[config.mk]
export PLATFORM = sky130hd
export DESIGN_NAME = boid_frame_scheduler
export DESIGN_NICKNAME = d
export VERILOG_FILES = /design/src/rtl/boid_frame_scheduler.sv
export SDC_FILE = /design/constraint.sdc
export NUM_CORES = 1
export LEC_CHECK = 0
export BUFFER_PORTS_ARGS = -buffer_cell sky130_fd_sc_hd__buf_2
export CAP_MARGIN = 40
export CORE_MARGIN = 3
export CORE_UTILIZATION = 58
export CTS_BUF_LIST = sky130_fd_sc_hd__clkbuf_8
export DETAILED_ROUTE_END_ITERATION = 7
export GPL_ROUTABILITY_DRIVEN = 0
export PLACE_DENSITY = 0.82
export SLEW_MARGIN = 20
export SYNTH_ARGS = -nofsm -noshare
export SYNTH_HDL_FRONTEND = slang
export SYNTH_SLANG_ARGS = --single-unit
[constraint.sdc]
create_clock -name clk -period 4.1 [get_ports clk]
set_clock_uncertainty 0.2 [all_clocks]
set_input_delay 0.82 -clock clk [delete_from_list [all_inputs] [get_ports clk]]
set_output_delay 0.82 -clock clk [all_outputs]
set_load 0.02 [all_outputs]
[src/rtl/boid_frame_scheduler.sv]
// Per-frame boid position sweep over the single-port boid state RAM.
// Optional macro BOID_BOUNCE_EN: reflect at screen edges instead of wrapping.
//
// state   | meaning
// IDLE    | waiting for a screenEnd rising edge
// READ    | read strobe for the current entry
// WAIT    | RAM data returns, captured at the end of the cycle
// CALC    | new position (and velocity) registered onto the write bus
// WRITE   | write strobe for the current entry
// DONE    | one-cycle done pulse, frame counter advances
module boid_frame_scheduler #(
   parameter int NUM_BOIDS = 16,
   parameter int ADDR_W    = 4,
   parameter int SCREEN_W  = 640,
   parameter int SCREEN_H  = 480,
   parameter int X_W       = 10,
   parameter int Y_W       = 9,
   parameter int V_W       = 4
) (
   input  logic                         clk,
   input  logic                         reset,
   input  logic                         screenEnd,
   input  logic                         pause,
   output logic [ADDR_W-1:0]            mem_addr,
   output logic                         mem_rd_en,
   input  logic [2*V_W+X_W+Y_W-1:0]     mem_rd_data,
   output logic                         mem_wr_en,
   output logic [2*V_W+X_W+Y_W-1:0]     mem_wr_data,
   output logic                         busy,
   output logic                         done,
   output logic                         overrun,
   output logic [15:0]                  frame_count
);

   typedef enum logic [2:0] {S_IDLE, S_READ, S_WAIT, S_CALC, S_WRITE, S_DONE} state_t;

   localparam logic signed [X_W:0] MOD_X = (X_W+1)'(SCREEN_W);
   localparam logic signed [Y_W:0] MOD_Y = (Y_W+1)'(SCREEN_H);
   localparam logic [ADDR_W-1:0]   LAST  = ADDR_W'(NUM_BOIDS-1);

   state_t            state;
   logic [ADDR_W-1:0] index;
   logic              screen_end_q;
   logic [X_W-1:0]    cur_x;
   logic [Y_W-1:0]    cur_y;
   logic [V_W-1:0]    cur_vx, cur_vy;

   logic              start_edge;
   logic signed [X_W:0] sum_x;
   logic signed [Y_W:0] sum_y;
   logic [X_W-1:0]    new_x;
   logic [Y_W-1:0]    new_y;
   logic [V_W-1:0]    new_vx, new_vy;

   assign start_edge = screenEnd & ~screen_end_q & ~pause;

   // Negation of the most-negative velocity saturates to the most-positive.
   function automatic logic [V_W-1:0] neg_sat(input logic [V_W-1:0] v);
      if (v == {1'b1, {(V_W-1){1'b0}}})
         return {1'b0, {(V_W-1){1'b1}}};
      return -v;
   endfunction

   always_comb begin
      sum_x  = $signed({1'b0, cur_x}) + $signed({{(X_W+1-V_W){cur_vx[V_W-1]}}, cur_vx});
      sum_y  = $signed({1'b0, cur_y}) + $signed({{(Y_W+1-V_W){cur_vy[V_W-1]}}, cur_vy});
      new_x  = cur_x;
      new_y  = cur_y;
      new_vx = cur_vx;
      new_vy = cur_vy;
`ifdef BOID_BOUNCE_EN
      if (sum_x < 0) begin
         new_x  = X_W'(-sum_x);
         new_vx = neg_sat(cur_vx);
      end else if (sum_x >= MOD_X) begin
         new_x  = X_W'(2*(MOD_X-1) - sum_x);
         new_vx = neg_sat(cur_vx);
      end else
         new_x  = X_W'(sum_x);
      if (sum_y < 0) begin
         new_y  = Y_W'(-sum_y);
         new_vy = neg_sat(cur_vy);
      end else if (sum_y >= MOD_Y) begin
         new_y  = Y_W'(2*(MOD_Y-1) - sum_y);
         new_vy = neg_sat(cur_vy);
      end else
         new_y  = Y_W'(sum_y);
`else
      if (sum_x < 0)
         new_x = X_W'(sum_x + MOD_X);
      else if (sum_x >= MOD_X)
         new_x = X_W'(sum_x - MOD_X);
      else
         new_x = X_W'(sum_x);
      if (sum_y < 0)
         new_y = Y_W'(sum_y + MOD_Y);
      else if (sum_y >= MOD_Y)
         new_y = Y_W'(sum_y - MOD_Y);
      else
         new_y = Y_W'(sum_y);
`endif
   end

   always_ff @(posedge clk) begin
      if (!reset) begin
         state        <= S_IDLE;
         index        <= '0;
         screen_end_q <= 1'b0;
         cur_x        <= '0;
         cur_y        <= '0;
         cur_vx       <= '0;
         cur_vy       <= '0;
         mem_addr     <= '0;
         mem_rd_en    <= 1'b0;
         mem_wr_en    <= 1'b0;
         mem_wr_data  <= '0;
         busy         <= 1'b0;
         done         <= 1'b0;
         overrun      <= 1'b0;
         frame_count  <= '0;
      end else begin
         screen_end_q <= screenEnd;
         mem_rd_en    <= 1'b0;
         mem_wr_en    <= 1'b0;
         done         <= 1'b0;
         if (start_edge && state != S_IDLE)
            overrun <= 1'b1;
         case (state)
            S_IDLE: if (start_edge) begin
               index     <= '0;
               mem_addr  <= '0;
               mem_rd_en <= 1'b1;
               busy      <= 1'b1;
               state     <= S_READ;
            end
            S_READ: state <= S_WAIT;
            S_WAIT: begin
               {cur_vy, cur_vx, cur_y, cur_x} <= mem_rd_data;
               state <= S_CALC;
            end
            S_CALC: begin
               mem_addr    <= index;
               mem_wr_en   <= 1'b1;
               mem_wr_data <= {new_vy, new_vx, new_y, new_x};
               state       <= S_WRITE;
            end
            S_WRITE: if (index == LAST) begin
               done  <= 1'b1;
               state <= S_DONE;
            end else begin
               index     <= index + 1'b1;
               mem_addr  <= index + 1'b1;
               mem_rd_en <= 1'b1;
               state     <= S_READ;
            end
            S_DONE: begin
               frame_count <= frame_count + 16'd1;
               busy        <= 1'b0;
               state       <= S_IDLE;
            end
            default: state <= S_IDLE;
         endcase
      end
   end

endmodule

Word level (Yosys, flattened, before mapping)
Cells that the tools add are included.
{"block": "op_classes", "add_sub_neg": 8, "n_mul": 0, "div_mod_pow": 0, "magnitude_cmp": 4, "n_eq_ne": 8, "shifts": 0, "muxes": 18, "n_bitwise": 4, "reduce_logical": 10}
{"op": "$mux 10", "n": 2}
{"op": "$mux 9", "n": 2}
{"op": "$add 16x1->16 const B", "n": 1}
{"op": "$pmux 3 s5", "n": 1}
{"op": "$pmux 4 s3", "n": 1}
{"op": "$add 11x4->11", "n": 1}
{"op": "$ge 11x11->1 const B", "n": 1}
{"op": "$lt 11x1->1 const B", "n": 1}
{"op": "$add 10x10->10 const B", "n": 1}
{"op": "$add 10x4->10", "n": 1}
{"op": "$ge 10x10->1 const B", "n": 1}
{"op": "$lt 10x1->1 const B", "n": 1}
{"op": "$sub 10x10->10 const B", "n": 1}
{"op": "$add 9x6->9 const B", "n": 1}
{"op": "$sub 9x6->9 const B", "n": 1}
{"op": "$mux 4", "n": 2}
{"op": "$pmux 4 s2", "n": 1}
{"op": "$eq 3x2->1 const B", "n": 2}
{"op": "$eq 3x3->1 const B", "n": 2}
{"op": "$mux 3", "n": 2}
{"op": "$reduce_and 3->1", "n": 2}
{"op": "$reduce_bool 3->1", "n": 2}
{"op": "$mux 1", "n": 5}
{"op": "$add 4x1->4 const B", "n": 1}
{"op": "10 further kinds", "n": 16}
{"block": "totals", "reg_bits": 87, "latchBits": 0, "ram_bits": 0, "romBits": 0, "word_cells": 67, "memories": 0}

Longest topological paths before layout
{"block": "depth", "word_depth": 5, "ltp_mapped": 15, "depth_no_buf": 15}

Worst setup path before layout
No wires, ideal clock.
{"block": "synth_timing", "path_type": "register to register", "from": "register cur_vx[0]", "to": "register mem_wr_data[8]", "setup_ns": 0.087, "arrival_ns": 2.679, "required_ns": 3.813, "path_slack_ns": 1.134, "path_stages_with_launch": 15, "synth_period_minus_slack_ns": 2.966, "cell_sequence": "dfxtp_1 ha_1 inv_1 fa_1 nor2b_1 o31a_1 o221ai_2 a21o_4 xnor2_2 inv_1 ha_1 inv_1 a31oi_1 o311a_1 o31ai_1"}
{"block": "synth_via", "elab_chain_len": 4, "elab_cells_between_ends": 7}
{"item": "from (decl)", "line": "46", "text": "logic [V_W-1:0] cur_vx, cur_vy;"}
{"item": "from (signal assigned)", "line": "138", "text": "{cur_vy, cur_vx, cur_y, cur_x} <= mem_rd_data;"}
{"item": "$add 11x4->11 (*)", "line": "65", "text": "sum_x = $signed({1'b0, cur_x}) + $signed({{(X_W+1-V_W){cur_vx[V_W-1]}}, cur_vx});"}
{"item": "$sub 10x10->10 / $ge 11x11->1 (equally long branches)", "line": "92, 91"}
{"item": "$mux 10", "line": "91", "text": "else if (sum_x >= MOD_X)"}
{"item": "$mux 10 (*)", "line": "89", "text": "if (sum_x < 0)"}
{"item": "to (signal assigned)", "line": "144", "text": "mem_wr_data <= {new_vy, new_vx, new_y, new_x};"}
{"item": "to (decl)", "line": "28", "text": "output logic [2*V_W+X_W+Y_W-1:0] mem_wr_data,"}
Mark *: on every way between the ends. The rest lies on a longest branch, timed or not.
A chain may end at the register's enable or synchronous reset.

Final worst setup path
Ends and elaborated chain as after synthesis.

==> results by group <==
Outcome
  • Outcome: complete, no violations

Global routing
  • Largest net degree at the start of global routing: 43
  • First-pass GRT wire length: between 15 and 20 mm
  • Aggregate global-route resource usage: approximately 23%
  • Initial antenna violation count: 0
  • Number of global-route vias before repair: about 3.7k
  • GRT Residual Overflow: 0

STA
  • Crit share post-route: 82.2%
  • Fin. max-slew vios: 0
  • Actual slew at the worst max-slew pin: around 0.69 ns
  • Final hold violation count: 0
  • RSZ-0062 raised after global routing: no
  • F_max: between 200 and 300 MHz
  • Final number of setup-violating endpoints: 0
  • Setup TNS: 0 ns
  • Final critical-path required period: approximately 3.4 ns
  • Relative slew margins: 54.2%
  • Worst setup margin: roughly 0.73 ns

Floorplanning
  • Die Width: approximately 93 um
  • Row count: 31
  • Io pins: 83
  • Initial Util: between 60% and 70%
  • Core Box Area: about 7300 um^2
  • Die Area: 8650 um^2
  • Die height: ~93 um

Synthesis
  • Post-synth top flop: dfxtp_1
  • Post-synth EDFFs: 0
  • Share of the synthesized area in the top cell type: roughly 40%
  • Synthesized area: ~4400 um^2
  • Gate Count Post-Synth: 538
  • Syn_nets: 597
  • Register area share after synthesis: about two fifths
  • Synth area leader: dfxtp_1
  • Synth cell types: 60
  • #FFs+latches synth: between 80 and 90
  • Synth Warn #: 0
  • Area contributors post-synth: dfxtp_1, nand2_1, a21oi_1, ha_1, nor2_1
  • Syn Area/Cell: roughly 8.2 um^2
  • Ys async rst share: 0%

Clock network
  • H-tree depth: 3
  • CTS root buffer: clkbuf_8
  • Post-CTS Setup Bufs: 0
  • Clock transition at path regs: 0.09 ns
  • Num CTS Buffers: 9
  • Clk_lat worst skew: approximately 0.36 ns
  • Clk buf depth: 2
  • Clock sink count: just under 90
  • CTS tree: yes
  • PostCTS Resize Cnt: 0
  • Hold_buf cts: 0

Critical path
  • CP endpoint kind: register
  • Critical Path AT: 3.44 ns
  • Worst path cell trace: ha_1, inv_1, fa_1, nor2b_1, o31a_1, o221ai_2, a21o_4, xnor2_2, inv_1, ha_1, inv_1, a31oi_1, o311a_1, o31ai_1
  • Critical path type: reg -> reg
  • Slowest stage delay, CP: just over 0.4 ns
  • Crit path required time: between 4 and 5 ns
  • Most frequent CP cell: inv_1
  • Crit start category: register
  • Worst path slowest cell: fa_1
  • Top fanout value on the critical path: 4

Finish
  • Commonest non-fill, non-tap cells in the layout: nand2_1, dfxtp_1, buf_2, a21oi_1, nor2_1
  • Layout cells sized above 1: a little under a fifth
  • Utilization after layout: between 60% and 70%
  • # diodes: 0
  • Design Area, Final: just over 5000 um^2
  • Most common cell after layout, fill and taps aside: nand2_1
  • # nets final: approximately 670
  • Non-Filler Instances: 713
  • P&R area growth vs syn: 15.2%

Placed design
  • Placed inst area: 4870 um^2
  • Place WS: ~0.8 ns
  • Port bufs: 82
  • HPWL after DPL: around 7.2 mm
  • Inst Count DP: approximately 700

Drt
  • Drt wl/cell: between 10 and 15 um
  • Antenna Nets Post-Route: 0
  • DR vias/cell: 5.60
  • First-pass iteration count of the detailed router: 5
  • Final wirelength: roughly 9.8 mm
  • DRT iter0 DRCs: 136
  • DR vias: around 4k
  • DRC violations left: 0

Power and ir drop
  • Pleak: between 2 and 2.5 nW
  • Pwr per Cell Area: around 350 nW/um^2
  • Worst vdd ir: ~0.00027 V

Job
  • # Max-Cap Violations: 0

Min path
  • Path type of the worst min-delay path: reg -> reg
worst paths after layout:
kind	from	endpoint	slack (ns)	cells after the start
worst max-delay path	cur_vx[0]	mem_wr_data[8]	0.73	14
worst min-delay path	mem_wr_data[14]	mem_wr_data[14]	0.25	2
worst max register to register	cur_vx[0]	mem_wr_data[8]	0.73	14
worst min register to register	mem_wr_data[14]	mem_wr_data[14]	0.25	2
flip-flops by register name (all words and copies together) (netlist names):
register,cells
mem_wr_data,27
frame_count,16
cur_x,10
cur_y,9
cur_vx,4
cur_vy,4
index,4
mem_addr,4
state,3
busy,1
done,1
mem_rd_en,1
mem_wr_en,1
overrun,1
screen_end_q,1
synth_stat cells, types with 2 or more instances:
master     number
a2111oi_0       2
a211o_1         2
a211oi_1        5
a211oi_2        2
a21o_1          3
a21oi_1        65
a21oi_2         2
a31oi_1         3
and2_1          3
and3_1          6
and4_1          2
buf_6           2
clkbuf_1       22
dfxtp_1        87
fa_1            2
ha_1           26
inv_1          13
inv_2           2
mux2i_1         3
nand2_1        97
nand2b_1        2
nand3_1        19
nand3b_1        2
nand4_1         4
nor2_1         55
nor2b_1         4
nor3_1         11
nor3b_1         3
o2111ai_1       2
o211ai_1        3
o21a_1          4
o21ai_0        17
o21ai_1         3
o41ai_1         2
or3_1           3
xnor2_1        11
xor2_1         21
through the flow:
step                hold slack (ns)  power, mW
global route                  0.279       1.83
detailed placement            0.244       1.17
finish                        0.250       1.76
CTS                           0.256       1.76
global placement              0.239       1.16
floorplan                     0.241       1.10
per-layer routing:
layer | wire, um | global-route usage (%) | vias up
met5 | 0 | 0 | -
met4 | 189 | 8.67 | 0
met3 | 542 | 4.75 | 16
met2 | 4900 | 40.4 | 100
met1 | 4200 | 28.1 | 1870
li1 | - | - | 2007
critical path, delay by kind of cell, from the launching register on:
family / cells / cell delay [ns]
adder cells (fa/ha/maj): 3 / 0.89
flip-flops: 1 / 0.37
buffers and inverters: 3 / 0.26
AO/OA/AOI/OAI: 6 / 1.19
AND/OR/NAND/NOR: 1 / 0.19
XOR/XNOR: 1 / 0.19
cell type report:
| type | count | area [um^2] |
|---|---|---|
| timing repair buffer | 87 | 463 |
| sequential | 87 | 1740 |
| fill | 628 | 2230 |
| tap | 99 | 124 |
| inverter | 15 | 56.3 |
| clock buffer | 10 | 138 |
| clock inverter | 5 | 56.3 |
| multi-input combinational | 410 | 2480 |
power by group:
part	total (mW)	leakage [nW]	switching [mW]	internal (mW)
sequential	0.892	0.703	0.0222	0.870
clock	0.603	0.104	0.307	0.296
combinational	0.262	1.37	0.159	0.103
total	1.76	2.18	0.487	1.27
cells by family after synthesis:
logic type / after synthesis / share of synthesized area, %
adder cells (fa/ha/maj): 28 / 8.32
buffers and inverters: 41 / 3.96
XOR/XNOR: 33 / 6.75
multiplexers: 5 / 1.20
AO/OA/AOI/OAI: 129 / 18.4
AND/OR/NAND/NOR: 215 / 21.7
flip-flops: 87 / 39.7
No activity file was read; power rests on OpenSTA's default activity.
